**config.mk**
```make
export PLATFORM = sky130hd
export DESIGN_NAME = dma_rd_arbiter_flat
export DESIGN_NICKNAME = d
export VERILOG_FILES = /design/src/rtl/dma_rd_arbiter_if.sv /design/src/rtl/dma_rd_arbiter.sv /design/src/flat_wrapper.sv
export SDC_FILE = /design/constraint.sdc
export NUM_CORES = 1
export LEC_CHECK = 0
export BUFFER_PORTS_ARGS = -buffer_cell sky130_fd_sc_hd__buf_2
export CAP_MARGIN = 40
export CORE_AREA = 8 8 134 136
export DETAILED_ROUTE_END_ITERATION = 8
export DIE_AREA = 0 0 142 144
export PLACE_DENSITY = 0.67
export SYNTH_ARGS = -nofsm -noshare
export SYNTH_HDL_FRONTEND = slang
export SYNTH_SLANG_ARGS = --single-unit
```
**constraint.sdc**
```tcl
create_clock -name clk -period 5.2 [get_ports clk]
set_clock_uncertainty 0.2 [all_clocks]
set_input_delay 0.78 -clock clk [delete_from_list [all_inputs] [get_ports clk]]
set_output_delay 0.78 -clock clk [all_outputs]
set_load 0.02 [all_outputs]
```
**src/rtl/dma_rd_arbiter_if.sv**
```systemverilog
// Client-side and dma_read-side signals of the shared read-engine arbiter.
// slave = arbiter view, master = clients/engine view.
interface dma_rd_arbiter_if #(
  parameter int NUM_REQ      = 4,
  parameter int BITS_TRANS   = 18,
  parameter int AXI_WIDTH_AD = 32,
  parameter int AXI_WIDTH_DA = 32
);
  localparam int OW = $clog2(NUM_REQ);

  logic [NUM_REQ-1:0]              req_valid;
  logic [NUM_REQ-1:0]              req_ready;
  logic [NUM_REQ*AXI_WIDTH_AD-1:0] req_addr;
  logic [NUM_REQ*BITS_TRANS-1:0]   req_len;
  logic [AXI_WIDTH_DA-1:0]         rd_data;
  logic [NUM_REQ-1:0]              rd_vld;
  logic [BITS_TRANS-1:0]           rd_cnt;
  logic [NUM_REQ-1:0]              req_done;
  logic                            busy;
  logic [OW-1:0]                   owner;
  logic                            err;
  logic                            dma_start;
  logic [BITS_TRANS-1:0]           dma_num_trans;
  logic [AXI_WIDTH_AD-1:0]         dma_start_addr;
  logic [AXI_WIDTH_DA-1:0]         dma_data;
  logic                            dma_data_vld;
  logic                            dma_done;

  modport slave (
    input  req_valid, req_addr, req_len, dma_data, dma_data_vld, dma_done,
    output req_ready, rd_data, rd_vld, rd_cnt, req_done, busy, owner, err,
           dma_start, dma_num_trans, dma_start_addr
  );

  modport master (
    output req_valid, req_addr, req_len, dma_data, dma_data_vld, dma_done,
    input  req_ready, rd_data, rd_vld, rd_cnt, req_done, busy, owner, err,
           dma_start, dma_num_trans, dma_start_addr
  );
endinterface

```
**src/rtl/dma_rd_arbiter.sv**
```systemverilog
// Shares one dma_read engine among NUM_REQ clients: grant, start, beat steering, completion.
// Define DMA_RD_ARB_RR_EN for round-robin grants; default is fixed priority (lowest index).
module dma_rd_arbiter #(
  parameter int NUM_REQ      = 4,
  parameter int BITS_TRANS   = 18,
  parameter int AXI_WIDTH_AD = 32,
  parameter int AXI_WIDTH_DA = 32,
  parameter int GAP_CYCLES   = 4
) (
  input logic              clk,
  input logic              rstn,
  dma_rd_arbiter_if.slave  bus
);
  localparam int OW = $clog2(NUM_REQ);
  localparam int GW = $clog2(GAP_CYCLES + 1);

  typedef enum logic [2:0] {IDLE, ISSUE, BUSY, DONE, GAP} state_t;

  state_t                  r_state;
  logic [OW-1:0]           r_owner;
  logic [AXI_WIDTH_AD-1:0] r_addr;
  logic [BITS_TRANS-1:0]   r_len;
  logic [BITS_TRANS-1:0]   r_beat_cnt;
  logic [GW-1:0]           r_gap;
  logic                    r_start;
  logic                    r_busy;
  logic                    r_err;
  logic [NUM_REQ-1:0]      r_done;

  logic                    w_any;
  logic                    w_grant;
  logic [OW-1:0]           w_gnt;
  logic [NUM_REQ-1:0]      w_req_ready;
  logic [NUM_REQ-1:0]      w_rd_vld;
  logic [AXI_WIDTH_AD-1:0] w_addr;
  logic [BITS_TRANS-1:0]   w_len;

`ifdef DMA_RD_ARB_RR_EN
  logic [OW-1:0] r_ptr;

  function automatic logic [OW-1:0] rr_idx(input logic [OW-1:0] base, input int k);
    int s;
    s = int'(base) + k;
    if (s >= NUM_REQ) s = s - NUM_REQ;
    return OW'(s);
  endfunction

  // Scan downward so the smallest offset from the pointer wins.
  always_comb begin
    w_any = 1'b0;
    w_gnt = '0;
    for (int k = NUM_REQ - 1; k >= 0; k--) begin
      if (bus.req_valid[rr_idx(r_ptr, k)]) begin
        w_any = 1'b1;
        w_gnt = rr_idx(r_ptr, k);
      end
    end
  end

  always_ff @(posedge clk or negedge rstn) begin
    if (!rstn) begin
      r_ptr <= '0;
    end else if (w_grant) begin
      r_ptr <= (w_gnt == OW'(NUM_REQ - 1)) ? '0 : w_gnt + 1'b1;
    end
  end
`else
  always_comb begin
    w_any = 1'b0;
    w_gnt = '0;
    for (int i = NUM_REQ - 1; i >= 0; i--) begin
      if (bus.req_valid[i]) begin
        w_any = 1'b1;
        w_gnt = OW'(i);
      end
    end
  end
`endif

  assign w_grant = (r_state == IDLE) && w_any;
  assign w_addr  = bus.req_addr[w_gnt*AXI_WIDTH_AD +: AXI_WIDTH_AD];
  assign w_len   = bus.req_len[w_gnt*BITS_TRANS +: BITS_TRANS];

  always_comb begin
    w_req_ready = '0;
    if (w_grant) w_req_ready[w_gnt] = 1'b1;
  end

  // Beats pass straight through to the owner; anything outside BUSY is dropped.
  always_comb begin
    w_rd_vld = '0;
    if ((r_state == BUSY) && bus.dma_data_vld) w_rd_vld[r_owner] = 1'b1;
  end

  always_ff @(posedge clk or negedge rstn) begin
    if (!rstn) begin
      r_state    <= IDLE;
      r_owner    <= '0;
      r_addr     <= '0;
      r_len      <= '0;
      r_beat_cnt <= '0;
      r_gap      <= '0;
      r_start    <= 1'b0;
      r_busy     <= 1'b0;
      r_err      <= 1'b0;
      r_done     <= '0;
    end else begin
      r_start <= 1'b0;
      r_done  <= '0;
      case (r_state)
        IDLE: begin
          if (w_grant) begin
            r_owner    <= w_gnt;
            r_addr     <= w_addr;
            r_len      <= w_len;
            r_beat_cnt <= '0;
            r_busy     <= 1'b1;
            if (w_len == '0) begin
              r_state        <= DONE;
              r_done[w_gnt]  <= 1'b1;
            end else begin
              r_state <= ISSUE;
              r_start <= 1'b1;
            end
          end
        end
        ISSUE: r_state <= BUSY;
        BUSY: begin
          if (bus.dma_data_vld) r_beat_cnt <= r_beat_cnt + 1'b1;
          if (bus.dma_done) begin
            r_state         <= DONE;
            r_done[r_owner] <= 1'b1;
          end
        end
        DONE: begin
          if (r_beat_cnt != r_len) r_err <= 1'b1;
          r_gap   <= GW'(GAP_CYCLES);
          r_state <= GAP;
        end
        // Engine needs GAP_CYCLES idle cycles before it can see another start.
        GAP: begin
          if (r_gap <= GW'(1)) begin
            r_gap   <= '0;
            r_state <= IDLE;
            r_busy  <= 1'b0;
          end else begin
            r_gap <= r_gap - 1'b1;
          end
        end
        default: r_state <= IDLE;
      endcase
    end
  end

  assign bus.req_ready      = w_req_ready;
  assign bus.rd_vld         = w_rd_vld;
  assign bus.rd_data        = (r_state == BUSY) ? bus.dma_data : '0;
  assign bus.rd_cnt         = r_beat_cnt;
  assign bus.req_done       = r_done;
  assign bus.busy           = r_busy;
  assign bus.owner          = r_owner;
  assign bus.err            = r_err;
  assign bus.dma_start      = r_start;
  assign bus.dma_num_trans  = r_len;
  assign bus.dma_start_addr = r_addr;
endmodule

```
**src/flat_wrapper.sv**
```systemverilog
// flat-port wrapper written by rule: the top's interface ports become plain ports
module dma_rd_arbiter_flat 
#(
  parameter int NUM_REQ      = 4,
  parameter int BITS_TRANS   = 18,
  parameter int AXI_WIDTH_AD = 32,
  parameter int AXI_WIDTH_DA = 32,
  parameter int GAP_CYCLES   = 4
)
  (clk, rstn, bus_req_valid, bus_req_addr, bus_req_len, bus_dma_data, bus_dma_data_vld, bus_dma_done, bus_req_ready, bus_rd_data, bus_rd_vld, bus_rd_cnt, bus_req_done, bus_busy, bus_owner, bus_err, bus_dma_start, bus_dma_num_trans, bus_dma_start_addr);
  dma_rd_arbiter_if #(.NUM_REQ(NUM_REQ), .BITS_TRANS(BITS_TRANS), .AXI_WIDTH_AD(AXI_WIDTH_AD), .AXI_WIDTH_DA(AXI_WIDTH_DA)) bus_i ();
  input logic clk;
  input logic rstn;
  input wire logic [$bits(bus_i.req_valid)-1:0] bus_req_valid;
  input wire logic [$bits(bus_i.req_addr)-1:0] bus_req_addr;
  input wire logic [$bits(bus_i.req_len)-1:0] bus_req_len;
  input wire logic [$bits(bus_i.dma_data)-1:0] bus_dma_data;
  input wire logic [$bits(bus_i.dma_data_vld)-1:0] bus_dma_data_vld;
  input wire logic [$bits(bus_i.dma_done)-1:0] bus_dma_done;
  output wire logic [$bits(bus_i.req_ready)-1:0] bus_req_ready;
  output wire logic [$bits(bus_i.rd_data)-1:0] bus_rd_data;
  output wire logic [$bits(bus_i.rd_vld)-1:0] bus_rd_vld;
  output wire logic [$bits(bus_i.rd_cnt)-1:0] bus_rd_cnt;
  output wire logic [$bits(bus_i.req_done)-1:0] bus_req_done;
  output wire logic [$bits(bus_i.busy)-1:0] bus_busy;
  output wire logic [$bits(bus_i.owner)-1:0] bus_owner;
  output wire logic [$bits(bus_i.err)-1:0] bus_err;
  output wire logic [$bits(bus_i.dma_start)-1:0] bus_dma_start;
  output wire logic [$bits(bus_i.dma_num_trans)-1:0] bus_dma_num_trans;
  output wire logic [$bits(bus_i.dma_start_addr)-1:0] bus_dma_start_addr;
  assign bus_i.req_valid = bus_req_valid;
  assign bus_i.req_addr = bus_req_addr;
  assign bus_i.req_len = bus_req_len;
  assign bus_i.dma_data = bus_dma_data;
  assign bus_i.dma_data_vld = bus_dma_data_vld;
  assign bus_i.dma_done = bus_dma_done;
  assign bus_req_ready = bus_i.req_ready;
  assign bus_rd_data = bus_i.rd_data;
  assign bus_rd_vld = bus_i.rd_vld;
  assign bus_rd_cnt = bus_i.rd_cnt;
  assign bus_req_done = bus_i.req_done;
  assign bus_busy = bus_i.busy;
  assign bus_owner = bus_i.owner;
  assign bus_err = bus_i.err;
  assign bus_dma_start = bus_i.dma_start;
  assign bus_dma_num_trans = bus_i.dma_num_trans;
  assign bus_dma_start_addr = bus_i.dma_start_addr;
  dma_rd_arbiter #(.NUM_REQ(NUM_REQ), .BITS_TRANS(BITS_TRANS), .AXI_WIDTH_AD(AXI_WIDTH_AD), .AXI_WIDTH_DA(AXI_WIDTH_DA), .GAP_CYCLES(GAP_CYCLES)) u_core (.clk(clk), .rstn(rstn), .bus(bus_i));
endmodule
```
==> results by group, run 1 <==
Worst setup path
  – Critical path type: in2out
  – CP Capture Type: output pin
  – Crit path DAT: between 2000 and 3000 ps
  – Critical Path Start Type: input pin
  – Required time of the critical path: approximately 4200 ps
  – CP max FO: 46

Floorplanning
  – IO Pins: roughly 360
  – Starting Density: 0.3297
  – Die Ht: around 140 µm
  – Die width: between 100 and 150 µm
  – Die Area: 20,450 µm²
  – Core box area: between 15,000 and 20,000 µm²
  – Rows: between 40 and 50

Status
  – Outcome: finished clean

Clock tree
  – H-tree Lvls: 3
  – CTS tree: done
  – Worst-Skew Late Latency: ~340 ps
  – Number of CTS-inserted buffers: 9
  – Clk slew on worst S/H paths: approximately 60 ps
  – CTS Root Cell: clkbuf_16
  – CTS resizes: 0
  – Post-CTS Hold Fix Bufs: 0
  – Largest buffer count on any clock path: 2
  – Setup Fix Bufs, Post-CTS: 0
  – Total clock sinks: 83

Logic synthesis
  – Most numerous cell in the Yosys netlist: dfrtp_1
  – Top_reg_cell synth: dfrtp_1
  – Syn Inst Count: 586
  – Cell taking the most area after synthesis: dfrtp_1
  – Synth top cells by count: 83 x dfrtp_1, 65 x a21oi_1, 65 x nor2_1
  – Post-synthesis register bit count: 83
  – Netlist Area Pre-Place: around 5300 µm²
  – Mapped Nets: 829
  – Register area share after synthesis: 0.3923
  – Syn Area/Cell: between 9 and 10 µm²
  – Post-synth EDFFs: 0
  – Area share of the largest cell type after synthesis: 0.3923
  – YS warnings: 0
  – Netlist cell types: 67
  – Top post-synthesis cells by area: dfrtp_1 39%, a21oi_1 6.1%, a221oi_1 5.8%
  – Post-synthesis async set-or-reset flop share: 1.000

Power
  – Cell Pwr Density: roughly 470 nW/µm²
  – Leakage: around 3.7 nW
  – Max VDD drop: about 0.00023 V

GRT
  – Global-route wire length before repair: 33.88 mm
  – Largest net degree at the start of global routing: 71
  – Global route overflow: 0
  – Vias in the first global route: 5,946
  – Initial antenna violation count: 3
  – GRT Overall Usage: 0.2186

Detailed routing
  – Routed wire per std cell: roughly 21 µm
  – Via count: between 5k and 6k
  – Final wirelength: ~23 mm
  – Vias per inst: 5.255
  – Antenna viol nets, final: 0
  – Drt pass-1 iters: 6
  – DRC viols: 0
  – DRT iter0 DRCs: 290

Timing
  – Slew at the pin closest to its max-slew limit: approximately 910 ps
  – Final hold violation count: 0
  – FMAX: between 200 and 300 MHz
  – Final setup margin: ~1600 ps
  – Setup TNS: 0 ps
  – Slew Limit Fails: 0
  – RSZ-0062 raised after global routing: false
  – Tcrit/Tclk final: 0.7005
  – Final setup violation count: 0
  – Max transition margin: 0.3897
  – Minimum clock period: ~3600 ps

Layout
  – Final Cell Area: approximately 7500 µm²
  – Area Growth Syn to Fin: 41.43%
  – Proportion of layout cells with a drive suffix above 1: 0.4368
  – Layout Nets: between 1k and 1.5k

Place
  – Dpl hpwl: 19.05 mm
  – # port buffers: 356
  – Placed Area: between 7000 and 8000 µm²
  – RD Place Congestion: just under 0.9
  – Pre-CTS WS: around 1500 ps

Run
  – # Max-Cap Violations: 0

Worst hold path
  – Hold Crit Class: in2async
-- flip-flops by register name (all words and copies together) (netlist names) --
name                       cells
u_core.bus.dma_start_addr     32
u_core.bus.dma_num_trans      18
u_core.bus.rd_cnt             18
u_core.bus.req_done            4
u_core.r_gap                   3
u_core.r_state                 3
u_core.bus.owner               2
u_core.bus.busy                1
u_core.bus.dma_start           1
u_core.bus.err                 1
-- power by group --
group          switching, mW  leakage (nW)  internal [mW]
Sequential             0.257         0.996          0.892
Combinational           1.07          2.53          0.627
Clock                  0.265         0.141          0.386
-- worst paths after layout --
check	from	end	slack, ps	cells after the start
worst max-delay path	bus_req_valid[1]	bus_req_ready[1]	1560	5
worst min-delay path	rstn	u_core.bus.dma_start_addr[3]$_DFFE_PN0P_	170	1
worst max register to register	u_core.r_state[2]$_DFFE_PN0P_	u_core.bus.dma_num_trans[10]$_DFFE_PN0P_	2550	5
worst min register to register	u_core.bus.err$_DFFE_PN0P_	u_core.bus.err$_DFFE_PN0P_	270	1
max in group asynchronous	rstn	u_core.bus.req_done[1]$_DFF_PN0_	3560	2
min in group clk	u_core.bus.err$_DFFE_PN0P_	u_core.bus.err$_DFFE_PN0P_	270	1
-- area by class of cell --
| type | instances | area, µm² |
|---|---|---|
| sequential | 83 | 2077 |
| timing repair buffer | 363 | 1857 |
| clock buffer | 14 | 254.0 |
| clock inverter | 2 | 35.03 |
| inverter | 12 | 45.04 |
| antenna | 3 | 7.507 |
| multi-input combinational | 444 | 2937 |
| fill | 1632 | 8567 |
| tap | 220 | 275.3 |
-- layer usage --
layer	share of wire	wire, µm	GRT usage
met1	0.37	8760	0.2353
met2	0.52	12120	0.3989
met3	0.084	1971	0.05877
met4	0.027	623	0.08762
met5	0	0	0
-- per-stage QoR --
step	instances	hold WS, ps	total power [mW]	util
floorplan	586	268.8	2.180	-
global placement	1121	252.0	2.826	0.4462
detailed placement	1122	260.9	2.870	0.4479
CTS	1138	179.6	3.529	0.4659
global route	1140	198.2	3.727	0.4662
finish	1141	174.3	3.495	0.4664
-- cell usage in the layout (no fill, tap or decap), drive strengths merged, types with 10 or more instances in the layout --
master    n
nor2     65
inv      12
buf     363
nand2    29
a221oi   35
and2     34
dfrtp    83
clkbuf   14
o21ai    28
nand3    10
a22o     32
a21oi    65
or3      12
xor2     18
-- critical path, cell delays in order --
cell and delay [ps]:
buf_2 610, nor2b_4 830, nand2_1 150, inv_1 110, buf_2 170
-- cell families after synthesis --
logic type               share of synthesized area
XOR/XNOR                                   0.03971
buffers and inverters                      0.05791
multiplexers                               0.01253
flip-flops                                  0.3923
AND/OR/NAND/NOR                             0.2129
AO/OA/AOI/OAI                               0.2775
adder cells (fa/ha/maj)                   0.007091
(Power assumes the default switching activity.)
==> run 2: changes to the inputs <==
Settings changed: CORE_AREA 8 8 134 136 to 8 8 133 135, DIE_AREA 0 0 142 144 to 0 0 141 143, PLACE_DENSITY 0.67 to 0.7.
Clock period 5.2 ns to 2.95 ns, I/O delays scaled along.
==> results by group, run 2 (same netlist as run 1, synthesis figures left out) <==
Status
  – Outcome: finished clean (unchanged)

Floorplanning
  – Starting Density: 0.3394 (was 0.3297)
  – Die Ht: 143 µm (was 144 µm)
  – Die Area: 20,160 µm² (was 20,450 µm²)
  – Rows: 46 (was 47)
  – Die width: 141 µm (was 142 µm)
  – Core box area: 15,600 µm² (was 16,050 µm²)
  – IO Pins: 357 (unchanged)

Timing
  – Minimum clock period: about 2800 ps
  – Final hold violation count: 0 (unchanged)
  – Final setup violation count: 0 (unchanged)
  – RSZ-0062 raised after global routing: false (unchanged)
  – Setup TNS: 0 ps (unchanged)
  – FMAX: ~360 MHz
  – Slew Limit Fails: 0 (unchanged)
  – Slew at the pin closest to its max-slew limit: 526.6 ps (was 907.1 ps)
  – Max transition margin: 0.6489 (was 0.3897)
  – Tcrit/Tclk final: 0.9337

Worst setup path
  – Critical path type: reg2out (was in2out)
  – CP max FO: 10 (was 46)
  – Worst Setup EP: bus_req_ready[3] (was bus_req_ready[1])
  – Required time of the critical path: 2310 ps (was 4220 ps)
  – Worst r2r path cells: 5 (unchanged)
  – Crit path DAT: 2110 ps (was 2660 ps)
  – CP Capture Type: output pin (unchanged)
  – Critical Path Source: u_core.r_state[2]$_DFFE_PN0P_ (was bus_req_valid[1])
  – Critical Path Start Type: flip-flop (was input pin)
  – R2R setup slack: 450 ps (was 2550 ps)
  – Worst r2r src: u_core.r_state[2]$_DFFE_PN0P_ (unchanged)
  – Worst R2R End: u_core.bus.rd_cnt[13]$_DFFE_PN0P_ (was u_core.bus.dma_num_trans[10]$_DFFE_PN0P_)

Detailed routing
  – Routed wire per std cell: 19.55 µm (was 20.58 µm)
  – DRT iter0 DRCs: 529 (was 290)
  – Drt pass-1 iters: 5 (was 6)
  – Vias per inst: 5.340 (was 5.255)
  – Via count: 6,082 (was 5,996)
  – DRC viols: 0 (unchanged)
  – Antenna viol nets, final: 0 (unchanged)
  – Final wirelength: 22.27 mm (was 23.48 mm)

Power
  – Cell Pwr Density: 797.8 nW/µm² (was 466.8 nW/µm²)
  – Leakage: 3.690 nW (was 3.667 nW)
  – Max VDD drop: 0.0003537 V (was 0.0002254 V)

GRT
  – Largest net degree at the start of global routing: 84 (was 71)
  – GRT Overall Usage: 0.2106 (was 0.2186)
  – Vias in the first global route: 5,915 (was 5,946)
  – Global route overflow: 0 (unchanged)
  – Global-route wire length before repair: 33.10 mm (was 33.88 mm)
  – Initial antenna violation count: 2 (was 3)

Clock tree
  – CTS resizes: 0 (unchanged)
  – Clk slew on worst S/H paths: 60 ps (about the same)
  – Setup Fix Bufs, Post-CTS: 0 (unchanged)
  – Worst-Skew Late Latency: 330 ps (was 340 ps)
  – CTS tree: done (unchanged)
  – Total clock sinks: 83 (unchanged)
  – Number of CTS-inserted buffers: 9 (unchanged)
  – Post-CTS Hold Fix Bufs: 1 (was 0)
  – CTS Root Cell: clkbuf_16 (unchanged)
  – Largest buffer count on any clock path: 2 (unchanged)
  – H-tree Lvls: 3 (unchanged)

Layout
  – Max reg flops: 32 (unchanged)
  – Most frequent cells in the layout: 355 x buf_2, 83 x dfrtp_1, 65 x a21oi_1 (unchanged)
  – Ant. Diodes: 0 (was 3)
  – Fill cell count: 1,552 (was 1,632)
  – Final Cell Area: 7518 µm² (was 7487 µm²)
  – Layout Nets: 1,165 (was 1,156)
  – Area Growth Syn to Fin: 42.02% (was 41.43%)
  – Proportion of layout cells with a drive suffix above 1: 0.4399 (was 0.4368)
  – Most common cell after layout, fill and taps aside: buf_2 (unchanged)
  – Fin cells: 1,139 (was 1,141)

Place
  – Placed cells: 1,126 (was 1,122)
  – Placed Area: 7271 µm² (was 7191 µm²)
  – RD Place Congestion: 0.9583 (was 0.8768)
  – # port buffers: 356 (unchanged)
  – Dpl hpwl: 18.28 mm (was 19.05 mm)

Worst hold path
  – Hold Crit Class: in2reg (was in2async)

Run
  – # Max-Cap Violations: 0 (unchanged)
-- run 2: cell types whose count changed in the layout (fill, tap and decap cells not counted), sizes merged --
cell,before,now
buf,363,371
clkbuf,14,11
diode,3,0
bufinv,1,0
dlygate4sd3,0,1
-- run 2: area by class of cell --
| type | instances | area (µm²) | share of cell area |
|---|---|---|---|
| Sequential cell | 83 | 2077 | 0.2763 |
| Clock buffer | 11 | 232.7 | 0.03095 |
| Tap cell | 216 | 270.3 | 0.03595 |
| Clock inverter | 1 | 5.005 | 0.0006657 |
| Multi-Input combinational cell | 444 | 2932 | 0.3899 |
| Timing Repair Buffer | 372 | 1957 | 0.2603 |
| Inverter | 12 | 45.04 | 0.005991 |
-- run 2: worst min path at each step --
stage | startpoint | endpoint | slack (ps) | cells after the start
2_1_floorplan | rstn | u_core.bus.busy$_DFFE_PN0P_ | -50 | 0
3_3_place_gp | u_core.bus.err$_DFFE_PN0P_ | u_core.bus.err$_DFFE_PN0P_ | 270 | 1
3_5_place_dp | u_core.bus.err$_DFFE_PN0P_ | u_core.bus.err$_DFFE_PN0P_ | 280 | 1
4_1_cts | bus_dma_data_vld | u_core.bus.rd_cnt[1]$_DFFE_PN0P_ | 190 | 3
5_1_grt | bus_dma_data_vld | u_core.bus.rd_cnt[1]$_DFFE_PN0P_ | 190 | 3
6_report | bus_dma_data_vld | u_core.bus.rd_cnt[1]$_DFFE_PN0P_ | 200 | 3
-- run 2: worst max-delay path: stages (launching register included) --
cell and delay, ps:
dfrtp_1 480, or3_1 590, nor2_4 320, nand2_1 160, inv_1 80, buf_2 160
-- run 2: where the power goes --
part / internal [mW] / switching [mW]
registers: 1.57 / 0.458
logic: 1.12 / 1.88
clock network: 0.550 / 0.410
-- run 2: routing by layer --
layer / up-vias / track usage / part of all wire
li1: 2863 / - / -
met1: 2853 / 0.2533 / 0.39
met2: 334 / 0.3470 / 0.48
met3: 28 / 0.06978 / 0.11
met4: 4 / 0.07240 / 0.019
met5: - / 0 / 0.0011
-- run 2: through the flow --
stage,hold WS [ps],utilization,setup slack [ps],power (mW)
finish,201.9,0.4820,195.6,5.998
global route,194.0,0.4820,116.0,6.428
CTS,189.1,0.4820,193.8,6.076
detailed placement,278.1,0.4661,261.8,5.092
global placement,266.1,0.4661,310.4,5.055
floorplan,-53.09,-,589.0,3.844
